File: config.mk
export PLATFORM = sky130hd
export DESIGN_NAME = reg_ops_seq_flat
export DESIGN_NICKNAME = d
export VERILOG_FILES = /design/src/rtl/reg_ops_pkg.sv /design/src/rtl/reg_ops_seq_if.sv /design/src/rtl/reg_ops_step.sv /design/src/rtl/reg_ops_seq.sv /design/src/flat_wrapper.sv
export SDC_FILE = /design/constraint.sdc
export NUM_CORES = 1
export LEC_CHECK = 0
export ABC_AREA = 1
export CAP_MARGIN = 25
export CORE_MARGIN = 2
export CORE_UTILIZATION = 38
export CTS_CLUSTER_SIZE = 24
export DETAILED_ROUTE_END_ITERATION = 16
export PLACE_DENSITY_LB_ADDON = 0.25
export SYNTH_ARGS = -nofsm -noshare
export SYNTH_HDL_FRONTEND = slang
export SYNTH_SLANG_ARGS = --single-unit
File: constraint.sdc
create_clock -name clk -period 1.1 [get_ports clk]
set_input_delay 0.165 -clock clk [delete_from_list [all_inputs] [get_ports clk]]
set_output_delay 0.165 -clock clk [all_outputs]
set_load 0.1 [all_outputs]
File: src/rtl/reg_ops_pkg.sv
// reg_ops_pkg: shared types and helpers for the reg_ops_seq register unit.
//   op_e        - the eight register operation codes
//   state_e     - sequencer states (IDLE, RUN)
//   amt_width() - width of the shift-amount field for a given register width
//   is_shift_op - true for the five shift/rotate codes
package reg_ops_pkg;

  typedef enum logic [2:0] {
    OP_NOP  = 3'b000,
    OP_LOAD = 3'b001,
    OP_CPL  = 3'b010,
    OP_SHL  = 3'b011,
    OP_SHR  = 3'b100,
    OP_ASR  = 3'b101,
    OP_ROL  = 3'b110,
    OP_ROR  = 3'b111
  } op_e;

  typedef enum logic {
    ST_IDLE = 1'b0,
    ST_RUN  = 1'b1
  } state_e;

  localparam int DEFAULT_WIDTH = 4;

  // One extra bit beyond log2(width) so that an amount equal to the full
  // width (and anything larger, which gets clamped) is representable.
  function automatic int amt_width(input int width);
    return $clog2(width) + 1;
  endfunction

  function automatic logic is_shift_op(input op_e op);
    return (op == OP_SHL) || (op == OP_SHR) || (op == OP_ASR) ||
           (op == OP_ROL) || (op == OP_ROR);
  endfunction

endpackage

File: src/rtl/reg_ops_seq_if.sv
// reg_ops_seq_if: command/result bundle between a control FSM (master) and
// the reg_ops_seq register unit (slave).
//   start - command strobe, sampled only while the unit is idle
//   op    - operation code (reg_ops_pkg::op_e encoding)
//   amt   - shift/rotate amount, clamped to WIDTH by the unit
//   din   - load data
//   sin   - serial fill bit for SHL/SHR, sampled on every shift edge
//   q     - register contents
//   sout  - last bit shifted or rotated out
//   busy  - multi-cycle operation in progress
//   done  - one-cycle completion pulse
interface reg_ops_seq_if #(
  parameter int WIDTH = 4
);
  import reg_ops_pkg::*;

  localparam int AMT_W = amt_width(WIDTH);

  logic             start;
  logic [2:0]       op;
  logic [AMT_W-1:0] amt;
  logic [WIDTH-1:0] din;
  logic             sin;
  logic [WIDTH-1:0] q;
  logic             sout;
  logic             busy;
  logic             done;

  modport master (
    output start, op, amt, din, sin,
    input  q, sout, busy, done
  );

  modport slave (
    input  start, op, amt, din, sin,
    output q, sout, busy, done
  );

endinterface

File: src/rtl/reg_ops_step.sv
// reg_ops_step: combinational single-bit shift/rotate step.
//   q       - current register value
//   op      - shift/rotate code (non-shift codes pass q through)
//   sin     - fill bit for SHL/SHR
//   next_q  - register value after one step
//   out_bit - bit that leaves the register on this step
module reg_ops_step
  import reg_ops_pkg::*;
#(
  parameter int WIDTH = 4
) (
  input  logic [WIDTH-1:0] q,
  input  op_e              op,
  input  logic             sin,
  output logic [WIDTH-1:0] next_q,
  output logic             out_bit
);

  // up_q moves every bit one place toward the MSB, dn_q one place toward
  // the LSB; the vacated end bit of each is chosen by the fill logic below.
  logic [WIDTH-1:0] up_q;
  logic [WIDTH-1:0] dn_q;

  genvar gi;
  generate
    for (gi = 0; gi < WIDTH - 1; gi++) begin : g_move
      assign up_q[gi+1] = q[gi];
      assign dn_q[gi]   = q[gi+1];
    end
  endgenerate

  assign up_q[0]       = (op == OP_ROL) ? q[WIDTH-1] : sin;
  assign dn_q[WIDTH-1] = (op == OP_ASR) ? q[WIDTH-1] :
                         (op == OP_ROR) ? q[0]       : sin;

  always_comb begin
    next_q  = q;
    out_bit = 1'b0;
    case (op)
      OP_SHL, OP_ROL: begin
        next_q  = up_q;
        out_bit = q[WIDTH-1];
      end
      OP_SHR, OP_ASR, OP_ROR: begin
        next_q  = dn_q;
        out_bit = q[0];
      end
      default: begin
        next_q  = q;
        out_bit = 1'b0;
      end
    endcase
  end

endmodule

File: src/rtl/reg_ops_seq.sv
// reg_ops_seq: WIDTH-bit register with load, complement, shift and rotate
// operations. Shifts/rotates by k (k = min(amt, WIDTH)) run one bit per
// clock under a start/busy/done handshake; everything else completes on
// the accepting edge.
//   clk   - rising-edge clock
//   reset - synchronous active-high reset, clears all state
//   bus   - reg_ops_seq_if slave: start/op/amt/din/sin in, q/sout/busy/done out
module reg_ops_seq #(
  parameter int WIDTH = reg_ops_pkg::DEFAULT_WIDTH
) (
  input logic          clk,
  input logic          reset,
  reg_ops_seq_if.slave bus
);
  import reg_ops_pkg::*;

  localparam int               AMT_W     = amt_width(WIDTH);
  localparam logic [AMT_W-1:0] WIDTH_AMT = AMT_W'(WIDTH);
  localparam logic [AMT_W-1:0] ONE_AMT   = AMT_W'(1);

  state_e           state_reg;
  op_e              op_reg;
  logic [AMT_W-1:0] cnt_reg;
  logic [WIDTH-1:0] q_reg;
  logic             sout_reg;
  logic             busy_reg;
  logic             done_reg;

  op_e              cmd_op;
  logic [AMT_W-1:0] k_next;
  logic [WIDTH-1:0] step_q;
  logic             step_bit;

  assign cmd_op = op_e'(bus.op);
  // Rotates are clamped too, so rotate-by-WIDTH is a full lap.
  assign k_next = (bus.amt > WIDTH_AMT) ? WIDTH_AMT : bus.amt;

  // The step always works from the latched op; sin is live on each edge.
  reg_ops_step #(
    .WIDTH (WIDTH)
  ) u_step (
    .q       (q_reg),
    .op      (op_reg),
    .sin     (bus.sin),
    .next_q  (step_q),
    .out_bit (step_bit)
  );

  always_ff @(posedge clk) begin
    if (reset) begin
      state_reg <= ST_IDLE;
      op_reg    <= OP_NOP;
      cnt_reg   <= '0;
      q_reg     <= '0;
      sout_reg  <= 1'b0;
      busy_reg  <= 1'b0;
      done_reg  <= 1'b0;
    end else begin
      done_reg <= 1'b0;
      case (state_reg)
        ST_IDLE: begin
          if (bus.start) begin
            op_reg <= cmd_op;
            if (is_shift_op(cmd_op) && (k_next != '0)) begin
              state_reg <= ST_RUN;
              cnt_reg   <= k_next;
              busy_reg  <= 1'b1;
            end else begin
              // Single-cycle command, including a zero-length shift.
              done_reg <= 1'b1;
              if (cmd_op == OP_LOAD) begin
                q_reg <= bus.din;
              end else if (cmd_op == OP_CPL) begin
                q_reg <= ~q_reg;
              end
            end
          end
        end
        ST_RUN: begin
          q_reg    <= step_q;
          sout_reg <= step_bit;
          cnt_reg  <= cnt_reg - ONE_AMT;
          if (cnt_reg == ONE_AMT) begin
            // Final step: done rises as busy falls, so a new start can be
            // taken on the very next edge.
            state_reg <= ST_IDLE;
            busy_reg  <= 1'b0;
            done_reg  <= 1'b1;
          end
        end
        default: begin
          state_reg <= ST_IDLE;
          busy_reg  <= 1'b0;
        end
      endcase
    end
  end

  assign bus.q    = q_reg;
  assign bus.sout = sout_reg;
  assign bus.busy = busy_reg;
  assign bus.done = done_reg;

endmodule

File: src/flat_wrapper.sv
// flat-port wrapper written by rule: the top's interface ports become plain ports
module reg_ops_seq_flat import reg_ops_pkg::*;
#(
  parameter int WIDTH = reg_ops_pkg::DEFAULT_WIDTH
)
  (clk, reset, bus_start, bus_op, bus_amt, bus_din, bus_sin, bus_q, bus_sout, bus_busy, bus_done);
  reg_ops_seq_if #(.WIDTH(WIDTH)) bus_i ();
  input logic clk;
  input logic reset;
  input wire logic [$bits(bus_i.start)-1:0] bus_start;
  input wire logic [$bits(bus_i.op)-1:0] bus_op;
  input wire logic [$bits(bus_i.amt)-1:0] bus_amt;
  input wire logic [$bits(bus_i.din)-1:0] bus_din;
  input wire logic [$bits(bus_i.sin)-1:0] bus_sin;
  output wire logic [$bits(bus_i.q)-1:0] bus_q;
  output wire logic [$bits(bus_i.sout)-1:0] bus_sout;
  output wire logic [$bits(bus_i.busy)-1:0] bus_busy;
  output wire logic [$bits(bus_i.done)-1:0] bus_done;
  assign bus_i.start = bus_start;
  assign bus_i.op = bus_op;
  assign bus_i.amt = bus_amt;
  assign bus_i.din = bus_din;
  assign bus_i.sin = bus_sin;
  assign bus_q = bus_i.q;
  assign bus_sout = bus_i.sout;
  assign bus_busy = bus_i.busy;
  assign bus_done = bus_i.done;
  reg_ops_seq #(.WIDTH(WIDTH)) u_core (.clk(clk), .reset(reset), .bus(bus_i));
endmodule
==> results by group, run 1 <==
Outcome
  • Status: finished, violations left
  • Failing checks: negative setup slack

Job
  • Max_cap viols: 0

Routing
  • DR DRC count: 0
  • DR iter-0 viols: 26
  • DR pass1 iterations: 5
  • Final WL: 2610 um
  • Antenna viol nets, final: 0
  • Vias: 1,063
  • Vias per inst: 5.06
  • DR WL/cell: 12.4 um

GRT
  • Vias in the first global route: 976
  • Largest net degree at the start of global routing: 10
  • Met1 Track Usage GR: 24.1%
  • Met2 Track Usage GR: 34.6%
  • Most crowded layer after global routing: met2
  • Initial antenna violation count: 0
  • First-pass GRT wire length: 4170 um
  • GRT met3 Usage: 2.54%
  • Tot GR Track Use: 20.5%
  • Overflow after GRT: 0

Worst setup path
  • Crit path max-delay cell type: dfxtp_4
  • Crit path max-delay family: simple AND/OR/NAND/NOR gates
  • CP arrival: 1.31 ns
  • Startpoint types: flip-flop
  • Critical path type: flip-flop to flip-flop
  • CP Cell Sequence: inv_4 -> nand2_1 -> nor2_2 -> nor2_4 -> o21ai_0 -> nor2_1
  • CP Buf/Inv Count: 1
  • Crit path largest cell delay: 0.37 ns
  • R2R setup slack: -0.01 ns
  • Logic depth of the worst path, buffers included: 6
  • FF-to-FF Start: u_core.state_reg
  • Crit path to: u_core.bus.q[1]
  • Critical Path RT: 1.29 ns
  • Crit end category: flip-flop
  • Reg2reg path depth: 6
  • Reg-to-Reg End: u_core.bus.q[1]
  • CP Launch Point: u_core.state_reg
  • Crit-path max FO: 9

Placement
  • PortBufs: 20
  • Pre-CTS WS: -0.435 ns
  • GPL Wtd Cong: 0.851
  • Post-DP HPWL: 1960 um
  • Post-DP Area: 1400 sq um

STA
  • Final min period: 1.11 ns
  • RSZ-0062 raised after global routing: true
  • Final Hold Fails: 0
  • Peak Freq: 898 MHz
  • Final WS setup: -0.0139 ns
  • Clock skew: 0.00207 ns
  • Fin crit share: 101%
  • Slew HR: 82.6%
  • Slew of the pin with the lowest slew margin: 0.260 ns
  • Max-slew violations: 0
  • Fin Setup TNS: -0.0271 ns
  • Final Setup Violations: 3

Worst hold path
  • Hold Crit Depth: 3
  • Hold Path Class: input port to flip-flop

Power and ir drop
  • VDD IR max: 0.804 mV
  • Leakage: 0.671 nW
  • Power per cell area: 1170 nW/um^2
  • Power consumption: 1.80 mW

Final layout
  • Ant. Diodes: 0
  • Seq. cell area: 313 sq um
  • Multi-input logic area: 637 sq um
  • Layout area overhead: 66.3%
  • Max reg flops: 4
  • Share of cells above drive strength 1: 45.1%
  • Final instance area: 1540 sq um
  • Fillers: 196
  • Final #Nets: 199

CTS
  • CTS Buffer Depth: 2
  • Skew-Pair Late Insertion Delay: 0.29 ns
  • Worst-path clk slew: 0.09 ns
  • CTS tree: done
  • Post-cts hold buffer count: 0
  • Clock buffer count from CTS: 3
  • Sink Count: 14
  • Clock Tree Root: clkbuf_4
  • H-tree depth: 1

Yosys
  • Synth top area share: 30.3%
  • Syn nets: 151
  • Ranking of synthesized cells by area: dfxtp_1 (30%), nand2_1 (11%), nor2_1 (7.3%)
  • Synth area leader: dfxtp_1
  • #FFs+latches synth: 14
  • Synth Instances: 135
  • Syn. warnings: 0
  • Post-synthesis sequential area ratio: 30.3%
  • Synth Cell Area: 925 sq um
  • Avg Cell Area, Syn: 6.85 sq um
  • Distinct cell type count after synthesis: 27

Die
  • Num rows: 17
  • Chip Width: 53.3 um
  • Initial cell density of the core: 41.0%
  • # IOs: 21
  • Die H: 53.3 um
  • Core area: 2250 sq um
  • DIE AREA: 2840 sq um
-- how the worst min path moves through the flow --
stage | slack [ns] | endpoint | from
4_1_cts | 0.29 | u_core.op_reg[2] | bus_op[2]
2_1_floorplan | 0.22 | u_core.cnt_reg[0] | reset
6_report | 0.29 | u_core.op_reg[2] | bus_op[2]
5_1_grt | 0.31 | u_core.op_reg[2] | bus_op[2]
3_3_place_gp | 0.48 | u_core.cnt_reg[1] | u_core.cnt_reg[1]
3_5_place_dp | 0.49 | u_core.cnt_reg[1] | u_core.cnt_reg[1]
-- synth_stat cells --
master	instances
a21oi_2	3
a31oi_1	1
o21ai_4	1
o21ba_2	1
inv_1	10
nand2_2	3
nand3_4	1
nand4_1	3
o21bai_1	1
buf_2	1
o211ai_1	2
ha_1	2
nand3_2	2
dfxtp_1	14
clkbuf_8	1
nand2_4	1
o21ai_1	3
nor2_4	1
nand2_1	26
o21ai_2	2
or2_2	1
nor2_1	18
nand3_1	12
inv_2	5
a21oi_1	8
nor2_2	1
o21ai_0	11
-- final cells by class --
type	instances	area share [%]
Timing Repair Buffer	45	29.8
Multi-Input combinational cell	104	41.4
Tap cell	28	2.28
Clock buffer	4	2.36
Sequential cell	14	20.3
Inverter	15	3.82
-- layout by cell type (no fill, tap or decap), types with 3 or more instances in the layout --
| master | instances |
|---|---|
| nand2_1 | 25 |
| nand3_1 | 11 |
| buf_12 | 7 |
| a21oi_2 | 4 |
| dlygate4sd2_1 | 3 |
| clkdlybuf4s50_1 | 10 |
| dfxtp_2 | 5 |
| inv_1 | 6 |
| nor2_1 | 15 |
| nand2_4 | 3 |
| a21oi_1 | 7 |
| o21ai_0 | 9 |
| clkbuf_4 | 3 |
| nand4_1 | 3 |
| inv_2 | 8 |
| dfxtp_4 | 7 |
| nor2_2 | 3 |
| buf_4 | 24 |
| o21ai_1 | 5 |
-- per-stage QoR --
| stage | hold slack (ns) | utilization [%] | cells |
|---|---|---|---|
| global placement | 0.482 | 62.3 | 202 |
| finish | 0.288 | 68.2 | 210 |
| floorplan | 0.220 | - | 135 |
| CTS | 0.292 | 65.1 | 208 |
| global route | 0.312 | 68.2 | 210 |
| detailed placement | 0.492 | 62.3 | 202 |
-- cell families (layout without fill, tap and decap cells) --
family / Yosys count / count (layout) / synth area share, %
flip-flops: 14 / 14 / 30.3
buffers and inverters: 17 / 64 / 8.12
adder cells (fa/ha/maj): 2 / 2 / 2.71
AO/OA/AOI/OAI: 33 / 33 / 22.6
AND/OR/NAND/NOR: 69 / 69 / 36.3
-- what timing repair did --
item                       CTS  global route
gates resized for setup      8            19
setup buffers                2             2
pin swaps                    6            15
setup endpoints to repair    9             9
-- tightest hold or removal path: stages --
cell	delay (ns)
dlygate4sd2_1	0.21
inv_2	0.07
a21oi_1	0.11
-- per-layer routing --
metal / wire length [um] / share of wire [%]
met1: 1090 / 42
met5: 0 / 0
met4: 74 / 2.8
met3: 122 / 4.7
met2: 1330 / 51
-- power breakdown --
part	internal (mW)	total [mW]	switching, mW
Clock	0.202	0.398	0.196
Sequential	0.561	0.627	0.0667
Combinational	0.333	0.774	0.441
Total	1.10	1.80	0.703
(Power assumes the default switching activity.)
==> inputs of run 2 (changes only) <==
--- a/config.mk
+++ b/config.mk
@@ -9,6 +9,7 @@
 export CAP_MARGIN = 25
 export CORE_MARGIN = 2
 export CORE_UTILIZATION = 38
+export CTS_CLUSTER_DIAMETER = 120
 export CTS_CLUSTER_SIZE = 24
 export DETAILED_ROUTE_END_ITERATION = 16
 export PLACE_DENSITY_LB_ADDON = 0.25
==> constraint.sdc (replaced) <==
create_clock -name clk -period 1.4 [get_ports clk]
set_input_delay 0.21 -clock clk [delete_from_list [all_inputs] [get_ports clk]]
set_output_delay 0.21 -clock clk [all_outputs]
set_load 0.1 [all_outputs]
==> run 2 against run 1 <==
Against the previous run: the flow now finishes without violations; clock skew rose by 0.00062 ns; die area did not move; clock power fell by 26%; combinational power fell by 34%; total power fell by 28%; largest power group unchanged.
==> results by group, run 2 (synthesis gave the netlist of run 1 again) <==
Final layout
  • Final #Nets: 181 (was 199)
  • Most frequent cells in the layout: nand2_1 (26), nor2_1 (18), clkdlybuf4s50_1 (13), nand3_1 (12), o21ai_0 (11) (was nand2_1 (25), buf_4 (24), nor2_1 (15), nand3_1 (11), clkdlybuf4s50_1 (10))
  • Ant. Diodes: 0 (unchanged)
  • Share of cells above drive strength 1: 26.8% (was 45.1%)
  • Most common cell after layout, fill and taps aside: nand2_1 (unchanged)
  • Max reg flops: 4 (unchanged)
  • Fin util: 57.9% (was 68.2%)
  • Layout area overhead: 41.1% (was 66.3%)

GRT
  • Vias in the first global route: 909 (was 976)
  • Overflow after GRT: 0 (unchanged)
  • First-pass GRT wire length: 3960 um (was 4170 um)
  • Initial antenna violation count: 0 (unchanged)
  • Largest net degree at the start of global routing: 16 (was 10)
  • Tot GR Track Use: 19.0% (was 20.5%)

Routing
  • Vias per inst: 5.08 (was 5.06)
  • Final WL: 2240 um (was 2610 um)
  • DR DRC count: 0 (unchanged)
  • Antenna viol nets, final: 0 (unchanged)
  • Vias: 975 (was 1,063)
  • DR pass1 iterations: 4 (was 5)
  • DR WL/cell: 11.7 um (was 12.4 um)
  • DR iter-0 viols: 15 (was 26)

Worst setup path
  • Critical path type: flip-flop to flip-flop (unchanged)
  • Crit-path max FO: 4 (was 9)
  • CP arrival: 1.45 ns (was 1.31 ns)
  • Startpoint types: flip-flop (unchanged)
  • Critical Path RT: 1.58 ns (was 1.29 ns)
  • Crit end category: flip-flop (unchanged)

Outcome
  • Status: finished clean (was finished, violations left)

CTS
  • Post-cts hold buffer count: 0 (unchanged)
  • CTS Buffer Depth: 2 (unchanged)
  • Postcts setup bufs: 0 (was 2)
  • CTS tree: done (unchanged)
  • H-tree depth: 1 (unchanged)
  • Sink Count: 14 (unchanged)
  • Skew-Pair Late Insertion Delay: 0.28 ns (was 0.29 ns)
  • Clock buffer count from CTS: 3 (unchanged)
  • Worst-path clk slew: 0.09 ns (about the same)
  • Post-CTS Resized: 0 (was 8)
  • Clock Tree Root: clkbuf_4 (unchanged)

STA
  • RSZ-0062 raised after global routing: false (was true)
  • Final min period: 1.28 ns (was 1.11 ns)
  • Max-slew violations: 0 (unchanged)
  • Peak Freq: 783 MHz (was 898 MHz)
  • Final WS setup: 0.123 ns (was -0.0139 ns)
  • Clock skew: 0.00269 ns (was 0.00207 ns)
  • Fin crit share: 91.2% (was 101%)
  • Final Hold Fails: 0 (unchanged)
  • Slew HR: 74.6% (was 82.6%)
  • Hold slack: 0.521 ns (was 0.288 ns)
  • Final Setup Violations: 0 (was 3)
  • Slew of the pin with the lowest slew margin: 0.379 ns (was 0.260 ns)

Power and ir drop
  • Leakage: 0.555 nW (was 0.671 nW)
  • Power per cell area: 991 nW/um^2 (was 1170 nW/um^2)
  • VDD IR max: 0.722 mV (was 0.804 mV)

Die
  • Chip Width: 53.3 um (unchanged)
  • Initial cell density of the core: 41.0% (unchanged)
  • Die H: 53.3 um (unchanged)
  • DIE AREA: 2840 sq um (unchanged)
  • Num rows: 17 (unchanged)
  • # IOs: 21 (unchanged)
  • Core area: 2250 sq um (unchanged)

Placement
  • PortBufs: 20 (unchanged)
  • GPL Wtd Cong: 0.810 (was 0.851)
  • Post-DP HPWL: 1750 um (was 1960 um)
  • Pre-CTS WS: -0.167 ns (was -0.435 ns)

Job
  • Max_cap viols: 0 (unchanged)

Worst hold path
  • Hold Path Class: flip-flop to flip-flop (was input port to flip-flop)
[run 2: cell type report]
| type | count | area (sq um) |
|---|---|---|
| clock buffers | 4 | 36.3 |
| inverters | 15 | 56.3 |
| multi-input cells | 104 | 569 |
| repair buffers | 27 | 323 |
| fillers | 216 | 950 |
| flip-flops and latches | 14 | 285 |
| well taps | 28 | 35.0 |
[run 2: worst paths after layout]
path,start,end,slack (ns),cells past startpoint
max,u_core.cnt_reg[0],u_core.cnt_reg[2],0.12,7
min reg2reg,u_core.cnt_reg[1],u_core.cnt_reg[1],0.52,2
min,u_core.cnt_reg[1],u_core.cnt_reg[1],0.52,2
max reg2reg,u_core.cnt_reg[0],u_core.cnt_reg[2],0.12,7
[run 2: routing by layer]
metal	GRT usage (%)	part of all wire, %
met1	22.2	44
met2	34.8	51
met3	5.08	3.8
met4	2.56	0.45
met5	0	0
[run 2: critical path: stages, from the launching register on]
cell and delay [ns]:
dfxtp_1 0.39, inv_1 0.06, ha_1 0.20, or2_2 0.27, nand3_1 0.06, o21ai_0 0.08
nand2_1 0.09, a21oi_2 0.05
[run 2: per-stage QoR]
stage | setup TNS [ns] | std cells | instance area [sq um] | total power [mW]
floorplan | 0 | 135 | 930 | 0.821
global placement | -0.647 | 188 | 1270 | 1.00
detailed placement | -1.16 | 188 | 1270 | 1.01
CTS | 0 | 192 | 1310 | 1.31
global route | 0 | 192 | 1310 | 1.38
finish | 0 | 192 | 1310 | 1.29
[run 2: power by group]
group	total [mW]	internal (mW)	switching [mW]
Clock	0.293	0.158	0.135
Combinational	0.511	0.201	0.310
Sequential	0.489	0.439	0.0507
